<file path="config.mk">
export PLATFORM = sky130hd
export DESIGN_NAME = prog_loader
export DESIGN_NICKNAME = d
export VERILOG_FILES = /design/src/rtl/prog_loader.sv
export SDC_FILE = /design/constraint.sdc
export NUM_CORES = 1
export LEC_CHECK = 0
export ABC_AREA = 1
export CAP_MARGIN = 10
export CORE_UTILIZATION = 58
export CTS_CLUSTER_DIAMETER = 100
export DETAILED_ROUTE_END_ITERATION = 12
export PLACE_DENSITY = 0.83
export REMOVE_ABC_BUFFERS = 1
export SLEW_MARGIN = 20
export SYNTH_ARGS = -nofsm -noshare
export SYNTH_HDL_FRONTEND = slang
export SYNTH_SLANG_ARGS = --single-unit
</file>
<file path="constraint.sdc">
create_clock -name clk -period 2.82 [get_ports clk]
set_input_delay 0.564 -clock clk [delete_from_list [all_inputs] [get_ports clk]]
set_output_delay 0.564 -clock clk [all_outputs]
set_load 0.01 [all_outputs]
</file>
<file path="src/rtl/prog_loader.sv">
// Boot-time program loader: parses a byte stream (length, N little-endian words,
// XOR checksum) into instruction memory and releases the core only on a good load.
module prog_loader #(
  parameter int ADDR_W = 4
) (
  input  logic              clk,
  input  logic              rst,
  input  logic              start,
  input  logic [7:0]        byte_in,
  input  logic              byte_valid,
  output logic              byte_ready,
  output logic              mem_we,
  output logic [ADDR_W-1:0] mem_addr,
  output logic [31:0]       mem_wdata,
  output logic              cpu_hold,
  output logic              done,
  output logic              error,
  output logic [ADDR_W:0]   word_count
);
  typedef enum logic [2:0] {
    S_IDLE, S_LEN, S_DATA, S_WRITE, S_CSUM, S_DONE, S_ERR
  } state_e;

  localparam logic [31:0] CAP = 32'd1 << ADDR_W;

  state_e            state_q, state_d;
  logic [1:0]        sync_q;
  logic              run, xfer, len_bad, last_word, restart;
  logic [31:0]       len_ext;
  logic [ADDR_W:0]   n_q, widx_inc, wc_q;
  logic [ADDR_W-1:0] widx_q, addr_q;
  logic [1:0]        bidx_q;
  logic [23:0]       word_q;
  logic [31:0]       wdata_q;
  logic [7:0]        csum_q;

  // Reset asserts asynchronously but releases through two flops, so the FSM
  // cannot move before the second edge after rst goes high.
  always_ff @(posedge clk or negedge rst)
    if (!rst) sync_q <= '0;
    else      sync_q <= {sync_q[0], 1'b1};

  assign run       = sync_q[1];
  assign xfer      = byte_valid && byte_ready;
  assign len_ext   = {24'd0, byte_in};
  assign len_bad   = (byte_in == 8'd0) || (len_ext > CAP);
  assign widx_inc  = {1'b0, widx_q} + {{ADDR_W{1'b0}}, 1'b1};
  assign last_word = (widx_inc == n_q);
  assign restart   = run && start && (state_q inside {S_IDLE, S_DONE, S_ERR});

  always_ff @(posedge clk or negedge rst)
    if (!rst) state_q <= S_IDLE;
    else      state_q <= state_d;

  always_comb begin
    state_d = state_q;
    case (state_q)
      S_IDLE, S_DONE, S_ERR: if (restart) state_d = S_LEN;
      S_LEN:   if (xfer) state_d = len_bad ? S_ERR : S_DATA;
      S_DATA:  if (xfer && bidx_q == 2'd3) state_d = S_WRITE;
      S_WRITE: state_d = last_word ? S_CSUM : S_DATA;
      S_CSUM:  if (xfer) state_d = (byte_in == csum_q) ? S_DONE : S_ERR;
      default: state_d = S_IDLE;
    endcase
  end

  always_comb begin
    byte_ready = 1'b0;
    mem_we     = 1'b0;
    done       = 1'b0;
    error      = 1'b0;
    cpu_hold   = 1'b1;
    case (state_q)
      S_LEN, S_DATA, S_CSUM: byte_ready = 1'b1;
      S_WRITE: mem_we = 1'b1;
      S_DONE:  begin done = 1'b1; cpu_hold = 1'b0; end
      S_ERR:   error = 1'b1;
      default: ;
    endcase
  end

  // Address/data are captured with the 4th byte so they are stable through
  // the WRITE cycle and keep their value afterwards.
  always_ff @(posedge clk or negedge rst) begin
    if (!rst) begin
      n_q     <= '0;
      wc_q    <= '0;
      widx_q  <= '0;
      addr_q  <= '0;
      bidx_q  <= '0;
      word_q  <= '0;
      wdata_q <= '0;
      csum_q  <= '0;
    end else if (restart) begin
      wc_q   <= '0;
      widx_q <= '0;
      bidx_q <= '0;
      csum_q <= '0;
    end else begin
      case (state_q)
        S_LEN: if (xfer && !len_bad) n_q <= len_ext[ADDR_W:0];
        S_DATA: if (xfer) begin
          csum_q <= csum_q ^ byte_in;
          bidx_q <= bidx_q + 2'd1;
          case (bidx_q)
            2'd0:    word_q[7:0]   <= byte_in;
            2'd1:    word_q[15:8]  <= byte_in;
            2'd2:    word_q[23:16] <= byte_in;
            default: begin
              addr_q  <= widx_q;
              wdata_q <= {byte_in, word_q};
            end
          endcase
        end
        S_WRITE: begin
          wc_q <= wc_q + {{ADDR_W{1'b0}}, 1'b1};
          if (!last_word) widx_q <= widx_inc[ADDR_W-1:0];
        end
        default: ;
      endcase
    end
  end

  assign mem_addr   = addr_q;
  assign mem_wdata  = wdata_q;
  assign word_count = wc_q;

endmodule

</file>
Word-level counts from Yosys, hierarchy flattened:

Cells that the tools add are included.

* word-level logic and storage cells: 84
* input port bits: 12
* bits in registers: 89

* multiplexer cells: 24
* magnitude comparators: 1
* reduce and logical (&&, ||, !) cells: 25
* bitwise logic cells: 3
* equality and inequality tests: 16
* add/subtract/negate cells: 3

Operators with widths (number)
* 2-to-1 mux 8 bit: 3
* AND reduction 4 bit: 5
* 2-to-1 mux 3 bit: 6
* case mux 3 bit (5 select lines): 1
* 2-to-1 mux 4 bit: 3
* 2-to-1 mux 5 bit: 2
* == test 3 bit (second input constant): 3
* OR reduction 3 bit: 3
* == test 8 bit: 1
* > comparator 8 x 5 -> 1 bit (second input constant): 1
* zero test 8 bit: 1
* 2-to-1 mux 2 bit: 4
* inequality test 2 bit (second input constant): 4
* bitwise XOR 8 bit: 1
* == test 3 x 2 -> 1 bit (second input constant): 2
* nonzero test 2 bit: 3
* adder 4 x 1 -> 5 bit (second input constant): 1
* adder 5 x 1 -> 5 bit (second input constant): 1
* == test 5 bit: 1
* logical AND 1 bit: 5
* 2-to-1 mux 1 bit: 5
* == test 2 bit (second input constant): 2
* AND reduction 2 bit: 2
* == test 3 x 1 -> 1 bit (second input constant): 1
* other kinds (10): 11

Depth between registers and ports, before layout:

* depth after elaboration: 7
* gate-level depth with buffers: 12
* gate-level depth less buffers: 12

Worst setup path after synthesis:

OpenSTA, ideal clock, no wires.

* path type: input to register
* from: input byte_valid
* to: register wdata_q[16], in the netlist mem_wdata[16]
* path buffers: 2
* data arrival time: 1.555 ns
* slack: 1.140 ns
* cell stages on the path: 6
* cell sequence: clkinv_1 -> nor2_4 -> nand2_2 -> buf_6 -> buf_6 -> mux2_4

* word-level cells in the longest chain between the ends: 2

Ends and longest elaborated chain
* from (decl): RTL line 10 `input logic byte_valid,`
* logical AND 1 bit: RTL line 44 `assign xfer = byte_valid && byte_ready;`
* AND reduction 4 bit (no source line)
* to (signal assigned): RTL line 111 `wdata_q <= {byte_in, word_q};`
* to (decl): RTL line 34 `logic [31:0] wdata_q;`

Every way passes these cells.
A chain may end at the register's enable or synchronous reset.

Worst setup path after layout:

* from: register state_q[2]
* to: output mem_we

* word-level cells in the longest chain between the ends: 2

Ends and longest elaborated chain
* from (decl): RTL line 26 `state_e state_q, state_d;`
* from (signal assigned): RTL line 53 `else state_q <= state_d;`
* == test 3 x 2 -> 1 bit: RTL line 73 `case (state_q)`
* 2-to-1 mux 1 bit: RTL line 73
* to (decl): RTL line 12 `output logic mem_we,`

Every way passes these cells.

==> flow_summary.ini <==
[setup_path]
crit_path_end = mem_we
crit_type = register to output pin
r2r-start = state_q[2]
r2r-end = mem_wdata[1]
cp_data_arrival_time_ps = 1940
worstPathRequired_ps = 2260
worstSetupEndpointType = output pin
worstRegToRegCells = 7
startpoint = state_q[2]
cp-start-kind = register
crit_fanout = 9
r2r_slack_ps = 870

[placed_design]
portBuffers = 57
dpl.cell_count = 545
hpwl_mm = 5.387
place.gp.congestion = 0.8692

[die]
ios = 58
rows = 29
die_h_um = 84.23
core_area_sq_um = 6422
dieWidth_um = 84.23
dieArea_sq_um = 7094
start_util = 0.6106

[drt]
drc = 4
antenna_left = 0
drt_iter0_drc = 189
num_vias = 2994
drt_wl_total_mm = 7.920
first_pass_iters = 9
viasPerCell = 5.337
wl_per_cell_um = 14.12

[clock_tree]
htreeDepth = 3
cts_tree = built
cts-root-buf = clkbuf_8
cts.reportedPaths.clkPinSlew_ps = 90
clock_sinks = 89
cts.repair.resized = 0
cts_hold_buf = 0
post_cts_buffers = 0
clk_latency_ps = 360
clk_path_buf_depth = 2
cts-buffers-inserted = 9

[sta]
worstMarginPinSlew_ps = 703.3
setup_tns_ps = 0
drv_slew = 0
max_freq_mhz = 400.0
rsz0062_at_grt = false
setup-violations-final = 0
clock-skew-final_ps = 9.501
finalCriticalPeriod_ps = 2500
slew_headroom = 0.5311
hold_viol = 0
fin_crit_sh = 0.8865

[synthesis]
synth_edf_count = 0
synth_xor_area_frac = 0.008934
synth_top_area_cell = dfrtp_1
ys_seq_area_frac = 0.5680
synth_compound_area_frac = 0.06573
syn_inst = 416
yosys.area_share.adder = 0.01914
yosys-top-cells-count = nand2_1 (106), dfrtp_1 (89), inv_1 (47)
yosysWarnings = 0
synthFlopType = dfrtp_1
yosysTopAreaCellShare = 0.5680
yosys.area_share.simple = 0.1940
synth_most_common_cell = nand2_1
syn_area_sq_um = 3921
ys_async_sr_fraction = 1.000
synth-seq-cells = 89
synth_top_family_by_area = simple AND/OR/NAND/NOR gates
syn_area_per_cell_sq_um = 9.426
synth_cell_types = 27
muxShareOfSynthArea = 0.07945
synth_area_leaders = dfrtp_1 (57%), nand2_1 (10%), mux2_2 (4.9%)

[final_layout]
drive_gt1_frac = 0.1095
nFillCells = 452
seqCellArea_sq_um = 2227
syn_to_final_growth_pct = 22.05
nNetsFinal = 497
finalNonFillerCells = 561
multi_input_area_sq_um = 1444
n_antenna_cell = 0

[hold_path]
hold_class = input port to async pin

[power_and_ir_drop]
p_int_w = 0.003033
vdd_drop_max_mv = 0.5831
p_per_area_nw_per_um2 = 987.3
clock_power_share = 0.195
seqPwrFrac = 0.430
p_sw_frac = 0.3582
p_comb_frac = 0.374
leakage_nw = 2.444
power_switching_w = 0.001692

[grt]
grt_pass1_vias = 2905
grt_pass1_wl_mm = 13.30
overflow = 0
antenna_found_initial = 0
grt_max_degree = 55
grtUsageTotal = 0.2437

[run]
drv_cap = 0

[run_status]
violations = DRC
status = finished with violations
cells by family after synthesis:
logic type,Yosys count
simple gates,180
fa+ha+maj,6
flops,89
mux,25
xor+xnor,4
other cells,1
compound gates,51
buf+inv,60
critical path: stages (launching register included):
cell,delay (ps)
dfrtp_1,430
inv_1,170
nand3_1,190
clkinv_1,220
clkdlybuf4s50_1,580
power groups by stage:
stage / combinational, W / sequential (W) / clock, W
floorplan: 0.000956 / 0.00208 / 0
global placement: 0.00169 / 0.00203 / 0
detailed placement: 0.00177 / 0.00205 / 0
CTS: 0.00178 / 0.00203 / 0.000935
global route: 0.00198 / 0.00209 / 0.000990
finish: 0.00177 / 0.00203 / 0.000922
sequential cells by signal, indices dropped and copies added, names as in the netlist:
signal      count
bidx_q          2
csum_q          8
mem_addr        4
mem_wdata      32
n_q             5
state_q         3
sync_q          2
widx_q          4
word_count      5
word_q         24
layout make-up:
class                           count  area share
Multi-Input combinational cell    267      0.3017
Clock buffer                       10     0.02876
Sequential cell                    89      0.4654
Inverter                           50     0.03922
Timing Repair Buffer               62      0.1292
Clock inverter                      6     0.01569
Tap cell                           77     0.02013
cell usage in the layout, fill, tap and decap left out, types with 8 or more instances in the layout:
cell type / n
nor2_1: 31
nor3_1: 10
inv_1: 47
clkbuf_8: 10
dfrtp_1: 89
nand2_1: 106
clkdlybuf4s50_1: 56
mux2_4: 8
nand3_1: 22
mux2_2: 17
o21ai_0: 38
o21ai_1: 9
per-layer routing:
layer / up-vias / track usage / share of wire / wire (um)
li1: 1460 / - / - / -
met1: 1424 / 0.3170 / 0.43 / 3423
met2: 90 / 0.4009 / 0.49 / 3895
met3: 20 / 0.05113 / 0.047 / 373
met4: 0 / 0.1034 / 0.029 / 228
met5: - / 0 / 0 / 0
how the worst min path moves through the flow:
| stage | startpoint | to | slack [ps] | depth (start not counted) |
|---|---|---|---|---|
| final | rst | word_q[14] | 240 | 1 |
| after floorplan | rst | bidx_q[0] | 270 | 0 |
| after detailed placement | sync_q[0] | sync_q[1] | 350 | 0 |
| after global placement | sync_q[0] | sync_q[1] | 330 | 0 |
| after global routing | rst | word_q[22] | 290 | 1 |
| after CTS | rst | word_q[14] | 270 | 1 |
through the flow:
stage	utilization	worst slack, ps	instance area, sq um	power [W]	hold slack (ps)
floorplan	-	893.4	3859	0.003036	268.4
global placement	0.7121	641.0	4573	0.003720	334.1
CTS	0.7452	325.5	4786	0.004748	269.1
global route	0.7452	194.1	4786	0.005063	292.8
detailed placement	0.7121	586.8	4573	0.003820	345.1
finish	0.7452	319.9	4786	0.004725	242.1
No activity file was read; power rests on OpenSTA's default activity.
